[config.mk]
export PLATFORM = sky130hd
export DESIGN_NAME = fetch_unit
export DESIGN_NICKNAME = d
export VERILOG_FILES = /design/src/rtl/fetch_unit.sv
export SDC_FILE = /design/constraint.sdc
export NUM_CORES = 1
export LEC_CHECK = 0
export CAP_MARGIN = 25
export CORE_MARGIN = 5
export CORE_UTILIZATION = 48
export DETAILED_ROUTE_END_ITERATION = 12
export PLACE_DENSITY = 0.82
export SYNTH_ARGS = -nofsm -noshare
export SYNTH_HDL_FRONTEND = slang
export SYNTH_SLANG_ARGS = --single-unit
[constraint.sdc]
create_clock -name CLK -period 4.4 [get_ports CLK]
set_clock_uncertainty 0.15 [all_clocks]
set_input_delay 0.66 -clock CLK [delete_from_list [all_inputs] [get_ports CLK]]
set_output_delay 0.66 -clock CLK [all_outputs]
set_load 0.1 [all_outputs]
[src/rtl/fetch_unit.sv]
// Instruction fetch unit: owns PC and IR, fetches over the ihit handshake and
// sequences FETCH -> EXEC -> (retire) FETCH, or EXEC -> HALTED on halt.
module fetch_unit #(
    parameter logic [31:0] PC_INIT = 32'h0000_0000
) (
    input  logic        CLK,
    input  logic        RST,
    input  logic        ihit,
    input  logic [31:0] iload,
    output logic        imemREN,
    output logic [31:0] imemaddr,
    input  logic [1:0]  PC_src,
    input  logic        PC_EN,
    input  logic        halt,
    input  logic [31:0] rs_data,
    output logic [5:0]  opcode,
    output logic [5:0]  funct,
    output logic [31:0] instr,
    output logic [31:0] pc_plus4,
    output logic        halted,
    output logic [31:0] retired
);

    typedef enum logic [1:0] {StFetch, StExec, StHalted} state_e;

    state_e      state_q, state_d;
    logic [31:0] pc_q, pc_d;
    logic [31:0] ir_q, ir_d;
    logic [31:0] retired_q, retired_d;

    logic [31:0] branch_off;
    logic [31:0] branch_target;
    logic [31:0] jump_target;
    logic [31:0] next_pc;

    assign pc_plus4      = pc_q + 32'd4;
    assign branch_off    = {{14{ir_q[15]}}, ir_q[15:0], 2'b00};
    assign branch_target = pc_plus4 + branch_off;
    assign jump_target   = {pc_plus4[31:28], ir_q[25:0], 2'b00};

    always_comb begin
        next_pc = pc_plus4;
        unique case (PC_src)
            2'b00: next_pc = pc_plus4;
            2'b01: next_pc = branch_target;
            2'b10: next_pc = jump_target;
            2'b11: next_pc = rs_data;
        endcase
    end

    always_comb begin
        state_d   = state_q;
        pc_d      = pc_q;
        ir_d      = ir_q;
        retired_d = retired_q;
        case (state_q)
            StFetch: begin
                if (ihit) begin
                    ir_d    = iload;
                    state_d = StExec;
                end
            end
            StExec: begin
                // halt wins over a simultaneous retire: the PC stays on the halt.
                if (halt) begin
                    state_d = StHalted;
                end else if (PC_EN) begin
                    pc_d      = next_pc;
                    retired_d = retired_q + 32'd1;
                    state_d   = StFetch;
                end
            end
            StHalted: begin
            end
            default: state_d = StFetch;
        endcase
    end

    always_ff @(posedge CLK) begin
        if (RST) begin
            state_q   <= StFetch;
            pc_q      <= PC_INIT;
            ir_q      <= 32'h0000_0000;
            retired_q <= 32'h0000_0000;
        end else begin
            state_q   <= state_d;
            pc_q      <= pc_d;
            ir_q      <= ir_d;
            retired_q <= retired_d;
        end
    end

    assign imemREN  = (state_q == StFetch) && !RST;
    assign imemaddr = pc_q;
    assign opcode   = ir_q[31:26];
    assign funct    = ir_q[5:0];
    assign instr    = ir_q;
    assign halted   = (state_q == StHalted);
    assign retired  = retired_q;

endmodule

Word-level counts from Yosys, hierarchy flattened
Index checks and enable logic that the tools add are counted. W data, S select, Z words.

$add $sub $neg: 3. Eq/ne operators: 7. Multiplexer cells: 5. Bitwise logic cells: 2. Reductions and logical operators: 7.

Operator list (count): $pmux W32 S4 (1); $add A32 B1 Y32 const B (1); $add A32 B3 Y32 const B (1); $add A32 B32 Y32 (1); $eq A2 B2 Y1 const B (3); $mux W2 (3); $pmux W2 S3 (1); $reduce_and A3 Y1 (2); $eq A2 B1 Y1 const B (2); $logic_not A2 Y1 (2); $ne A3 B3 Y1 const B (1); $ne A2 B2 Y1 const B (1); $not A1 Y1 (2); $reduce_and A2 Y1 (1); $logic_and A1 B1 Y1 (1); $logic_not A1 Y1 (1).

Bits in registers: 98. Input bits: 71. Output and inout port bits: 142. Logic and storage cells: 28.

Depth between registers and ports, before layout
Depth in word-level cells: 3. Mapped depth: 15.

Worst setup path after synthesis
No wires, ideal clock.

Path type: register -> register. From: reg pc_q[9] (netlist: imemaddr[9]). To: reg pc_q[31] (netlist: imemaddr[31]). Arrival: 5670 ps. Setup slack: -1544 ps. Stages on the path, launching flop included: 14. Buffers on the path: 0. Clock period less this slack: 5944 ps. Cell sequence: dfxtp_1 nand3_2 or3_4 nor2_4 nand2_1 xnor2_1 ha_1 and3_1 a221o_1 a21oi_1 o21ai_2 a2111oi_0 o211a_1 nor3_1.

Word-level cells in the longest chain between the ends: 3.

RTL lines: start, declared (line 27) `logic [31:0] pc_q, pc_d;`; start signal, assigned (line 87) `pc_q <= pc_d;`; $add A32 B3 Y32 (line 36) `assign pc_plus4 = pc_q + 32'd4;`; via pc_plus4[19] (line 19) `output logic [31:0] pc_plus4,`; $add A32 B32 Y32 (line 38) `assign branch_target = pc_plus4 + branch_off;`; $pmux W32 S4 (line 43) `unique case (PC_src)`.

The timed path passes the listed nets, and every way through them passes these cells. A chain may end at the register's enable or synchronous reset.

Final worst setup path
From: reg pc_q[2] (netlist: imemaddr[2]). To: reg pc_q[31] (netlist: imemaddr[31]).

Word-level cells in the longest chain between the ends: 3.

RTL lines (line): $add A32 B3 Y32 * (36); $add A32 B32 Y32 (38); $pmux W32 S4 * (43).

Every way passes the cells marked *; elsewhere a longest branch is shown, timed or not.

==> results.md <==
* EDFF count, synth at 0
* Htree depth at 3
* Post-route ant nets at 0
* Post-synth net total at 983
* Root buf cell: clkbuf_16
* Post-Layout Cell Count at 1243
* Largest net degree at the start of global routing at 71
* Total gr overflow at 0
* Fin nets at 1162
* Final instance area at 0.00973 mm²
* Area after DPL at 0.00946 mm²
* Initial antenna violation count at 0
* Pre-CTS setup slack at 0.488 ns
* Commonest cells after routing, fill and taps aside: clkdlybuf4s50_1 (186), nand2_1 (125), nor2_1 (96)
* Slowest-stage cell, CP: a2111oi_0
* Final min period at 3.96 ns
* Status: completed
* Post-CTS Setup Inserts at 0
* Chip width at 130 µm
* Die height at 130 µm
* Detailed Place HPWL at 18600 µm
* CORE AREA at 0.0144 mm²
* Post-CTS sizing at 0
* Seq. cell area at 0.00200 mm²
* First-pass GRT wire length at 38600 µm
* Dpl cells at 1228
* Post-Syn Area at 0.00696 mm²
* Distinct cells, synth at 87
* Vias in the first global route at 7109
* Worst setup margin at 0.438 ns
* Unrepaired setup endpoints after global routing: no
* Clk sinks at 98
* Initial core utilization at 48.4%
* Worst Setup Start Kind: flop
* WP data arrival at 4.05 ns
* Synth Instances at 876
* Flops & latches, synth at 98
* Post-synth top flop: dfxtp_1
* First-pass detailed-route iteration total at 5
* Fmax at 0.252 GHz
* CTS tree: built
* IO Count at 213
* Crit Path Class: reg -> reg
* Overall die area at 0.0170 mm²
* R2r worst-path depth at 14
* Multi-input logic area at 0.00502 mm²
* Commonest non-fill, non-tap cell in the layout: clkdlybuf4s50_1
* Top fanout value on the critical path at 7
* FILL cells at 1245
* CP peak stage delay at 0.53 ns
* Wire per inst at 19.5 µm
* Max_slew headroom at 30.3%
* Hold Crit Depth at 2
* DRC at 0
* Leak at 0.00386 µW
* Num CTS Buffers at 9
* Area Overhead vs Synth at 39.9%
* Yosys warns at 0
* CP required at 4.49 ns
* Share of cells above drive strength 1 at 14.2%
* Cells along the critical path: ha_1, nand3_1, nor2_1, nand3_1, xnor2_4, ha_1, a21oi_1, o21ai_1, a221o_1, a21oi_1, o21ai_2, a2111oi_0, o211a_1, nor3_1
* DR vias/cell at 5.87
* Post-synthesis async set-or-reset flop share at 0%
* Tot Pwr at 2500 µW
* Final Cycle Share at 90.0%
* Final number of hold-violating endpoints at 0
* Initial DRC Count at 503
* Worst-path clk slew at 0.07 ns
* Avg Cell Area, Syn at 7.94 µm²
* DRT Wirelength at 24300 µm
* Maximum buffer depth of the clock tree at 2
* Routability cong. at 0.991
* # rows at 44
* PortBufs at 212
* Clock Latency Late Sink at 0.36 ns
* Total GRT Usage at 28.8%
* Max VDD drop at 0.259 mV
* Worst-margin pin slew at 1.04 ns
* Pwr dens at 257 mW/mm²
* Sequential share of the synthesized area at 28.2%
* Hold_buf cts at 0
* Max cap viols at 0
* # diodes at 0
* Setup crit end kind: flop
* Via Count at 7292
* Setup-failing EPs final at 0
* Min-Delay Path Class: reg -> reg
* Slew Limit Fails at 0
-- power breakdown --
group | switching, µW | internal [µW] | total, µW
clock network | 397 | 390 | 787
registers | 46.4 | 913 | 960
logic | 521 | 233 | 754
total | 965 | 1540 | 2500
-- synthesized netlist by cell type (11+ instances only) --
master	instances	area, µm²
mux2i_1	11	110
xnor2_1	43	377
o21ai_0	24	120
dfxtp_1	98	1960
nor2_1	96	360
nand3_1	34	170
xor2_1	34	298
mux4_2	12	270
inv_1	15	56.3
buf_4	14	105
and3_1	13	81.3
nor3_1	26	130
ha_1	35	438
clkbuf_1	27	101
nand2_1	125	469
a21oi_1	91	455
-- worst max-delay path: cells and delay by family (launching register included) --
family | cells | cell delay [ns]
compound gates | 7 | 1.68
simple gates | 4 | 0.73
fa+ha+maj | 2 | 0.71
flops | 1 | 0.38
xor+xnor | 1 | 0.18
-- registers in the layout, indices dropped and copies added, names as in the netlist --
signal    count
instr        32
state_q       2
retired      32
imemaddr     32
-- final cells by class --
type,instances,area share (%)
flip-flops and latches,98,20.6
inverters,16,0.617
repair buffers,223,22.1
well taps,184,2.37
clock buffers,9,2.31
multi-input cells,707,51.6
clock inverters,6,0.476
-- logic make-up (layout without fill, tap and decap cells) --
group                      Yosys count  after routing  share of synthesized area [%]
buffers and inverters               71            254                           5.36
xor gates and xnor gates            79             79                           10.2
DFF                                 98             98                           28.2
adders and majority gates           36             36                           6.58
muxes                               24             24                           5.63
AOI/OAI and AO/OA                  192            192                           17.1
and+or+nand+nor                    376            376                           27.0
-- per-stage QoR --
| step | hold slack, ns | setup TNS, ns | util (%) |
|---|---|---|---|
| finish | 0.327 | 0 | 67.7 |
| global route | 0.349 | 0 | 67.7 |
| CTS | 0.329 | 0 | 67.7 |
| detailed placement | 0.312 | 0 | 65.8 |
| global placement | 0.308 | 0 | 65.8 |
| floorplan | 0.339 | -0.0162 | - |
-- layer usage --
| metal | routed length (µm) | vias up | GRT usage (%) |
|---|---|---|---|
| met4 | 667 | 0 | 9.07 |
| li1 | - | 3450 | - |
| met2 | 11200 | 339 | 44.9 |
| met5 | 0 | - | 0 |
| met3 | 2300 | 49 | 8.54 |
| met1 | 10100 | 3454 | 38.5 |
-- final timing paths --
kind,startpoint,end,slack [ns]
max,imemaddr[2],imemaddr[31],0.44
max reg2reg,imemaddr[2],imemaddr[31],0.44
min,instr[23],instr[23],0.33
min reg2reg,instr[23],instr[23],0.33
Note: power is estimated with default switching activity, not from simulation.
